$ cat src/rtl/opendap_ap_router_pkg.sv
`default_nettype none
// ============================================================================
// Package   : opendap_ap_router_pkg
// Purpose   : Shared constants and helpers for the AP router: bus widths,
//             FSM state encoding and the timeout counter width function.
// Revision  : 1.0  initial release
// ============================================================================
package opendap_ap_router_pkg;

    localparam int c_DATA_W = 32;
    localparam int c_ADDR_W = 6;
    localparam int c_SEL_W  = 8;

    // Router FSM encoding
    localparam logic [1:0] c_ST_IDLE = 2'd0;
    localparam logic [1:0] c_ST_BUSY = 2'd1;
    localparam logic [1:0] c_ST_DONE = 2'd2;

    // Counter must hold values 0..timeout so it can saturate at timeout;
    // never narrower than one bit so the disabled case still elaborates.
    function automatic int f_cnt_width(input int timeout);
        return (timeout > 0) ? $clog2(timeout + 1) : 1;
    endfunction

endpackage : opendap_ap_router_pkg
`default_nettype wire

$ cat src/rtl/opendap_ap_router_timeout.sv
`default_nettype none
// ============================================================================
// Module    : opendap_ap_router_timeout
// Purpose   : Bus-hang watchdog for the AP router. Cleared on load, counts
//             up while enabled, saturates at TIMEOUT and flags expiry when
//             the count equals TIMEOUT-1 (the TIMEOUT-th enabled cycle).
// Ports     : swclk    - clock
//             rst_n    - asynchronous active-low reset
//             i_load   - clear the count (new access accepted)
//             i_en     - increment (BUSY cycle without ready)
//             o_expire - current cycle is the last allowed BUSY cycle
// Revision  : 1.0  initial release
// ============================================================================
module opendap_ap_router_timeout #(
    parameter int TIMEOUT = 1023,
    parameter int CNT_W   = 10
) (
    input  logic swclk,
    input  logic rst_n,
    input  logic i_load,
    input  logic i_en,
    output logic o_expire
);

    localparam logic [CNT_W-1:0] c_MAX  = CNT_W'(TIMEOUT);
    localparam logic [CNT_W-1:0] c_LAST = CNT_W'(TIMEOUT - 1);

    logic [CNT_W-1:0] r_count;

    always_ff @(posedge swclk or negedge rst_n) begin
        if (!rst_n) begin
            r_count <= '0;
        end else if (i_load) begin
            r_count <= '0;
        end else if (i_en && (r_count != c_MAX)) begin
            r_count <= r_count + 1'b1;
        end
    end

    assign o_expire = (r_count == c_LAST);

endmodule : opendap_ap_router_timeout
`default_nettype wire

$ cat src/rtl/opendap_ap_router.sv
`default_nettype none
// ============================================================================
// Module    : opendap_ap_router
// Purpose   : Routes the SW-DP AP access port to N_APS downstream APs by
//             APSEL. Each access is sequenced IDLE -> BUSY -> DONE and the
//             response is registered. Unmapped APSEL is RAZ/WI, a hung AP is
//             aborted after TIMEOUT BUSY cycles, DAPABORT is fanned out.
// Ports     : swclk/rst_n            - clock, async active-low reset
//             up_sel/up_addr/up_wdata - upstream request
//             up_wen/up_ren/up_abort - upstream strobes and DAPABORT
//             up_rdata/up_rdy/up_err - registered upstream response
//             dn_addr/dn_wdata       - broadcast request fields
//             dn_wen/dn_ren/dn_abort - per-AP strobes
//             dn_rdata/dn_rdy/dn_err - per-AP responses (rdata packed)
// Revision  : 1.0  initial release
// ============================================================================
module opendap_ap_router
    import opendap_ap_router_pkg::*;
#(
    parameter int N_APS   = 4,
    parameter int TIMEOUT = 1023
) (
    input  logic                    swclk,
    input  logic                    rst_n,
    input  logic [c_SEL_W-1:0]      up_sel,
    input  logic [c_ADDR_W-1:0]     up_addr,
    input  logic [c_DATA_W-1:0]     up_wdata,
    input  logic                    up_wen,
    input  logic                    up_ren,
    input  logic                    up_abort,
    output logic [c_DATA_W-1:0]     up_rdata,
    output logic                    up_rdy,
    output logic                    up_err,
    output logic [c_ADDR_W-1:0]     dn_addr,
    output logic [c_DATA_W-1:0]     dn_wdata,
    output logic [N_APS-1:0]        dn_wen,
    output logic [N_APS-1:0]        dn_ren,
    output logic [N_APS-1:0]        dn_abort,
    input  logic [32*N_APS-1:0]     dn_rdata,
    input  logic [N_APS-1:0]        dn_rdy,
    input  logic [N_APS-1:0]        dn_err
);

    localparam int c_AP_W  = (N_APS > 1) ? $clog2(N_APS) : 1;
    localparam int c_CNT_W = f_cnt_width(TIMEOUT);

    logic [1:0]          r_state;
    logic [1:0]          w_next_state;
    logic [c_AP_W-1:0]   r_cur_ap;
    logic                r_is_read;
    logic [c_DATA_W-1:0] r_rdata;
    logic                r_err;

    logic                w_strobe;
    logic                w_mapped;
    logic                w_busy;
    logic                w_start;
    logic                w_start_map;
    logic                w_start_unmap;
    logic                w_cur_rdy;
    logic                w_cur_err;
    logic                w_complete;
    logic                w_timeout;
    logic                w_count_en;
    logic                w_expire;
    logic [N_APS-1:0]    w_sel_onehot;
    logic [N_APS-1:0]    w_cur_onehot;
    logic [c_DATA_W-1:0] w_sel_rdata;

    // ------------------------------------------------------------------
    // Request qualification. Abort pre-empts everything; a strobe during
    // BUSY is a protocol violation and is dropped.
    // ------------------------------------------------------------------
    assign w_strobe      = up_wen | up_ren;
    assign w_mapped      = (up_sel < c_SEL_W'(N_APS));
    assign w_busy        = (r_state == c_ST_BUSY);
    assign w_start       = w_strobe & ~up_abort & ~w_busy;
    assign w_start_map   = w_start & w_mapped;
    assign w_start_unmap = w_start & ~w_mapped;

    assign w_cur_rdy  = dn_rdy[r_cur_ap];
    assign w_cur_err  = dn_err[r_cur_ap];
    // Ready wins over expiry when both occur in the same BUSY cycle.
    assign w_complete = w_busy & ~up_abort & w_cur_rdy;
    assign w_timeout  = w_busy & ~up_abort & ~w_cur_rdy & w_expire;
    assign w_count_en = w_busy & ~w_cur_rdy;

    // APSEL and current-AP decode; dn_rdata slice of the latched AP
    always_comb begin
        w_sel_onehot = '0;
        w_cur_onehot = '0;
        w_sel_rdata  = '0;
        for (int i = 0; i < N_APS; i++) begin
            w_sel_onehot[i] = (up_sel == c_SEL_W'(i));
            w_cur_onehot[i] = (r_cur_ap == c_AP_W'(i));
            if (r_cur_ap == c_AP_W'(i)) begin
                w_sel_rdata = dn_rdata[32*i +: 32];
            end
        end
    end

    // ------------------------------------------------------------------
    // Bus-hang watchdog
    // ------------------------------------------------------------------
    generate
        if (TIMEOUT != 0) begin : g_timeout
            opendap_ap_router_timeout #(
                .TIMEOUT (TIMEOUT),
                .CNT_W   (c_CNT_W)
            ) u_timeout (
                .swclk    (swclk),
                .rst_n    (rst_n),
                .i_load   (w_start_map),
                .i_en     (w_count_en),
                .o_expire (w_expire)
            );
        end else begin : g_no_timeout
            assign w_expire = 1'b0;
        end
    endgenerate

    // ------------------------------------------------------------------
    // FSM: state register
    // ------------------------------------------------------------------
    always_ff @(posedge swclk or negedge rst_n) begin
        if (!rst_n) begin
            r_state <= c_ST_IDLE;
        end else begin
            r_state <= w_next_state;
        end
    end

    // FSM: next state. DONE accepts a new strobe exactly like IDLE.
    always_comb begin
        w_next_state = r_state;
        if (up_abort) begin
            w_next_state = c_ST_IDLE;
        end else begin
            case (r_state)
                c_ST_IDLE, c_ST_DONE: begin
                    if (w_start_map) begin
                        w_next_state = c_ST_BUSY;
                    end else if (w_start_unmap) begin
                        w_next_state = c_ST_DONE;
                    end else begin
                        w_next_state = c_ST_IDLE;
                    end
                end
                c_ST_BUSY: begin
                    if (w_complete || w_timeout) begin
                        w_next_state = c_ST_DONE;
                    end
                end
                default: w_next_state = c_ST_IDLE;
            endcase
        end
    end

    // FSM: outputs
    always_comb begin
        dn_wen   = '0;
        dn_ren   = '0;
        dn_abort = '0;
        if (w_start_map && up_wen) begin
            dn_wen = w_sel_onehot;
        end
        if (w_start_map && up_ren) begin
            dn_ren = w_sel_onehot;
        end
        if (up_abort) begin
            dn_abort = '1;
        end else if (w_timeout) begin
            dn_abort = w_cur_onehot;
        end
    end

    assign up_rdy   = (r_state != c_ST_BUSY);
    assign up_err   = r_err;
    assign up_rdata = r_rdata;
    assign dn_addr  = up_addr;
    assign dn_wdata = up_wdata;

    // ------------------------------------------------------------------
    // Response capture. r_err is only ever set on the way into DONE, so
    // it is a single-cycle pulse aligned with the DONE cycle.
    // ------------------------------------------------------------------
    always_ff @(posedge swclk or negedge rst_n) begin
        if (!rst_n) begin
            r_rdata   <= '0;
            r_err     <= 1'b0;
            r_cur_ap  <= '0;
            r_is_read <= 1'b0;
        end else begin
            r_err <= 1'b0;
            if (w_start_map) begin
                r_cur_ap  <= up_sel[c_AP_W-1:0];
                r_is_read <= up_ren;
            end else if (w_start_unmap) begin
                if (up_ren) begin
                    r_rdata <= '0;
                end
            end else if (w_complete) begin
                r_err <= w_cur_err;
                if (r_is_read) begin
                    r_rdata <= w_sel_rdata;
                end
            end else if (w_timeout) begin
                r_err   <= 1'b1;
                r_rdata <= '0;
            end
        end
    end

endmodule : opendap_ap_router
`default_nettype wire

$ cat config.mk
export PLATFORM = sky130hd
export DESIGN_NAME = opendap_ap_router
export DESIGN_NICKNAME = d
export VERILOG_FILES = /design/src/rtl/opendap_ap_router_pkg.sv /design/src/rtl/opendap_ap_router_timeout.sv /design/src/rtl/opendap_ap_router.sv
export SDC_FILE = /design/constraint.sdc
export NUM_CORES = 1
export LEC_CHECK = 0
export CAP_MARGIN = 20
export CELL_PAD_IN_SITES_DETAIL_PLACEMENT = 1
export CELL_PAD_IN_SITES_GLOBAL_PLACEMENT = 1
export CORE_MARGIN = 2
export CORE_UTILIZATION = 28
export CTS_CLUSTER_SIZE = 30
export DETAILED_ROUTE_END_ITERATION = 12
export DONT_BUFFER_PORTS = 1
export GPL_TIMING_DRIVEN = 0
export HOLD_SLACK_MARGIN = 0.03
export PLACE_DENSITY = 0.57
export SYNTH_ARGS = -nofsm -noshare
export SYNTH_HDL_FRONTEND = slang
export SYNTH_SLANG_ARGS = --single-unit
$ cat constraint.sdc
create_clock -name swclk -period 2.5 [get_ports swclk]
set_input_delay 0.5 -clock swclk [delete_from_list [all_inputs] [get_ports swclk]]
set_output_delay 0.5 -clock swclk [all_outputs]
set_load 0.02 [all_outputs]
# Word level (Yosys, flattened, before mapping)

Cells that the tools add are included.

Magnitude comparators: 2
Bitwise logic cells: 15
Equality and inequality tests: 14
Add/subtract/negate cells: 1
Muxes and demuxes: 28
Reduce and logical (&&, ||, !) cells: 11

Operator list:

| cell                  | count |
|---|---|
| $mux 32               | 9 |
| $mux 10               | 2 |
| $eq 8x2->1 const B    | 2 |
| $mux 4                | 4 |
| $add 10x1->10 const B | 1 |
| $eq 10x10->1 const B  | 1 |
| $ne 10x10->1 const B  | 1 |
| $and 1x1->1           | 9 |
| $eq 8x1->1 const B    | 1 |
| $logic_not 8->1       | 1 |
| $lt 8x3->1 const B    | 1 |
| $mux 2                | 4 |
| $eq 2x2->1 const B    | 3 |
| $mux 1                | 6 |
| $not 1->1             | 5 |
| $bmux 1 s2            | 2 |
| $eq 2x1->1 const B    | 2 |
| $logic_not 2->1       | 2 |
| $pmux 2 s2            | 1 |
| $reduce_and 4->1      | 1 |
| $logic_and 1x1->1     | 3 |
| $lt 2x3->1 const B    | 1 |
| $ne 3x2->1 const B    | 1 |
| $ne 3x3->1 const B    | 1 |
| 7 further kinds       | 7 |

Flip-flop bits (word level): 48
Output and inout bits: 84

# Logic depth before layout (Yosys ltp)

Word-level depth: 9
Mapped depth: 7

# Hierarchy

Synthesis repeated with hierarchy kept, for this count alone.

Cell total of the unflattened synthesis: 271
Area total of the unflattened synthesis: 3373.2 um^2

By module, submodules not included:

| module                    | area an instance (um^2) | instances | sequential area each (um^2) | cells an instance |
|---|---|---|---|---|
| opendap_ap_router         | 2808.9                  | 1         | 950.9                       | 211 |
| opendap_ap_router_timeout | 564.3                   | 1         | 250.2                       | 60 |

# Worst setup path before layout

OpenSTA, ideal clock, no wires.

Path type: flip-flop to output port
Start: register r_cur_ap[0]
End: output port dn_abort[0]
Path slack: 0.076 ns
Required time: 2.000 ns
Arrival: 1.924 ns
Stages on the path, launching flop included: 7
Buffers on the path: 2
Path through: dfrtp_1 buf_6 mux4_2 nor4_1 and2_1 clkbuf_1 a31o_2

Longest elaborated chain between the ends: 7
Elaborated cells between the ends (all ways): 8

Ends and longest elaborated chain:

| element                      | line                     | text |
|---|---|---|
| from (decl)                  | opendap_ap_router.sv:49  | `logic [c_AP_W-1:0] r_cur_ap;` |
| from (signal assigned)       | opendap_ap_router.sv:196 | `r_cur_ap <= up_sel[c_AP_W-1:0];` |
| $bmux 1 s2                   | opendap_ap_router.sv:81  | `assign w_cur_rdy = dn_rdy[r_cur_ap];` |
| $mux 1 (implied by the code) | opendap_ap_router.sv:81  |  |
| $not 1->1                    | opendap_ap_router.sv:85  | `assign w_timeout = w_busy & ~up_abort & ~w_cur_rdy & w_expire;` |
| $and 1x1->1 (2 in a row)     | opendap_ap_router.sv:85  |  |
| $mux 4 *                     | opendap_ap_router.sv:172 | `end else if (w_timeout) begin` |
| $mux 4 *                     | opendap_ap_router.sv:170 | `if (up_abort) begin` |
| to (decl)                    | opendap_ap_router.sv:38  | `output logic [N_APS-1:0] dn_abort,` |

Every way passes the cells marked *; elsewhere a longest branch is shown, timed or not. The select of a mux whose other input is x is not followed.

# Worst setup path after layout

Start: register r_cur_ap[0]
End: output port dn_abort[2]

Same word-level chain as after synthesis.

==> impl_metrics.csv <==
group,metric,value,unit
status,status,"finished clean",
yosys,syn_area,3240,sq um
global_route,grt_pass1_vias,2629,
placed_design,gp_congestion,0.727,
worst_setup_path,rr_worst_depth,7,
timing,fin_crit,2.49,ns
yosys,async_flop_share,1.00,
timing,hold_viol,0,
worst_setup_path,critPathKind,"reg -> out",
die,dieHeight,112,microns
route,dr_total_vias,2516,
clocking,cts_root_buffer,"clkbuf_16",
global_route,grt_max_degree,49,
timing,period_share,0.994,
route,vias_per_cell,5.89,
timing,rsz0062_at_grt,"true",
yosys,syn_inst,269,
clocking,clock_sinks,48,
worst_setup_path,reg2reg_setup_slack,0.16,ns
route,drc_errors,0,
clocking,clk_pin_slew,0.08,ns
finish,layout-drive-gt1-share,0.377,
worst_setup_path,required,2.00,ns
timing,slew_violations,0,
power,p_per_area,572,nW/um^2
yosys,yosys_warnings,0,
die,die-area,12400,sq um
worst_setup_path,r2r_start,"r_cur_ap[0]$_DFFE_PN0N_",
global_route,overflow,0,
route,wl_per_cell,24.2,microns
route,ant_nets,0,
global_route,antenna_found_initial,3,
global_route,grtUsageTotal,0.163,
worst_setup_path,cp_max_fo,6,
timing,fin_setup_tns,0,ns
worst_setup_path,startpoint_type,"register",
worst_setup_path,worst_r2r_endpoint,"up_rdata[10]$_DFFE_PN0P_",
power,ir_worst_vdd,0.244,mV
timing,worst_pin_slew,0.825,ns
worst_setup_path,worst_path_largest_cell_delay,0.55,ns
clocking,cts_inserted_buffers,5,
timing,finClkSkew,0.0125,ns
worst_setup_path,crit_chain,"buf_12, mux4_2, nor4_4, and2_4, a31o_4",
placed_design,hpwlAfterDp,8100,microns
clocking,clk_latency,0.30,ns
die,core_region_area,11400,sq um
route,first_pass_iters,4,
yosys,synth_ff_type,"dfrtp_1",
route,drt_iter0_drc,186,
finish,syn_to_final_growth,15.0,%
yosys,synth.distinct_cells,36,
yosys,synth_edf_count,0,
clocking,cts_buffer_depth,2,
clocking,cts_max_level,2,
die,io_pins,271,
flow_run,drv_cap,0,
die,start_util,0.285,
timing,timing.fmax,402,MHz
placed_design,portBuffers,0,
worst_hold_path,min_path_type,"in -> async",
finish,fin_nets,469,
worst_setup_path,cpMaxStageDelayCell,"mux4_2",
die,rows,39,
worst_setup_path,arrival,1.99,ns
yosys,ys_seq_area_frac,0.371,
finish,post-route-util,0.327,
route,wl,10300,microns
timing,setup_viol,0,
yosys,ys_ff_latch,48,
worst_setup_path,crit_path_end_kind,"output port",
die,die_x,112,microns
power,p_leak,0.00148,uW
clocking,cts_tree,"built",
yosys,syn-num-nets,458,
placed_design,dpl_cell_area,3420,sq um
yosys,synth.avg_cell_area,12.0,sq um
finish,fin_area,3720,sq um
global_route,grt_pass1_wl,15700,microns
timing,relSlewSlack,0.450,
## synthesized netlist by cell type, types with 2 or more instances
master	n	area [sq um]
mux4_2	34	766
nor2_1	6	22.5
and3_1	2	12.5
nand2b_1	4	25.0
and4_1	2	17.5
a32o_1	32	320
or4_1	3	22.5
a21oi_1	6	30.0
nand3_1	3	15.0
inv_1	5	18.8
nand2_1	11	41.3
and2_1	2	12.5
o311ai_0	2	17.5
buf_4	39	293
o21ai_0	9	45.0
clkbuf_1	18	67.6
or3_1	4	25.0
nor3_1	6	30.0
dfrtp_1	48	1200
nand4_1	3	18.8
ha_1	2	25.0
o211ai_1	2	15.0
o31ai_1	6	45.0
buf_2	3	15.0
nor4_1	2	12.5
a31o_2	5	43.8
## metal layers
metal | wire length, microns | track usage
met5 | 0 | 0
met4 | 150 | 0.0519
met3 | 1020 | 0.0528
met2 | 5310 | 0.278
met1 | 3860 | 0.197
## registers in the layout, indices dropped and copies added (netlist names)
register and count:
r_state 2, g_timeout.u_timeout.r_count 10, up_rdata 32, r_cur_ap 2
up_err 1, r_is_read 1
## cell type report
type	instances	area [sq um]
Antenna cell	3	7.51
Buffer	60	399
Clock buffer	5	125
Clock inverter	3	25.0
Fill cell	1239	7650
Inverter	5	18.8
Multi-Input combinational cell	154	1700
Sequential cell	48	1200
Tap cell	143	179
Timing Repair Buffer	6	65.1
## worst max path at each step
stage	startpoint	end
2_1_floorplan	r_cur_ap[0]$_DFFE_PN0N_	dn_abort[0]
3_3_place_gp	r_cur_ap[1]$_DFFE_PN0N_	dn_abort[0]
3_5_place_dp	r_cur_ap[1]$_DFFE_PN0N_	dn_abort[2]
4_1_cts	r_cur_ap[0]$_DFFE_PN0N_	dn_abort[2]
5_1_grt	r_cur_ap[0]$_DFFE_PN0N_	dn_abort[2]
6_report	r_cur_ap[0]$_DFFE_PN0N_	dn_abort[2]
## critical path: cells and delay by family (launching register included)
| family | cells | cell delay, ns |
|---|---|---|
| buffers and inverters | 1 | 0.12 |
| and+or+nand+nor | 2 | 0.43 |
| AOI/OAI and AO/OA | 1 | 0.20 |
| DFF | 1 | 0.37 |
| muxes | 1 | 0.55 |
## layout by cell type (no fill, tap or decap), drive strengths merged, types with 2 or more instances in the layout
cell type,n
buf,49
dfrtp,48
mux4,34
a32o,32
clkbuf,21
nand2,11
o21ai,10
inv,7
nor2,6
a21oi,6
o31ai,6
nor3,6
a31o,5
nand2b,4
or3,4
diode,3
nand4,3
nand3,3
or4,3
and2,3
and4,2
and3,2
o311ai,2
o211ai,2
ha,2
nor4,2
or2,2
## metrics by stage
stage          hold WS (ns)  cells  worst slack (ns)  total power, uW
3_3_place_gp          0.206    412            -0.442             1400
6_report             0.0572    427            0.0150             2130
5_1_grt              0.0617    426           -0.0687             2260
4_1_cts              0.0585    424           -0.0187             2170
3_5_place_dp          0.206    412            -0.476             1400
2_1_floorplan         0.204    269            0.0759             1310
## timing repair
action                     4_1_cts  5_1_grt
hold endpoints to repair        48        0
pin swaps                        2        1
hold buffers                     1        0
gates resized for setup         13        4
buffers inserted                 5        0
setup endpoints to repair       44        4
## where the power goes
part	internal, uW	switching (uW)
sequential	806	45.9
combinational	306	277
clock	378	316
total	1490	639
## kinds of logic (layout without fill, tap and decap cells)
family / count (synthesis) / count (layout) / synth area share
AO/OA/AOI/OAI: 66 / 66 / 0.170
AND/OR/NAND/NOR: 52 / 52 / 0.0881
other: 0 / 3 / 0
buffers and inverters: 67 / 79 / 0.126
multiplexers: 34 / 34 / 0.237
adder cells (fa/ha/maj): 2 / 2 / 0.00773
flip-flops: 48 / 48 / 0.371
Note: power is estimated with default switching activity, not from simulation.
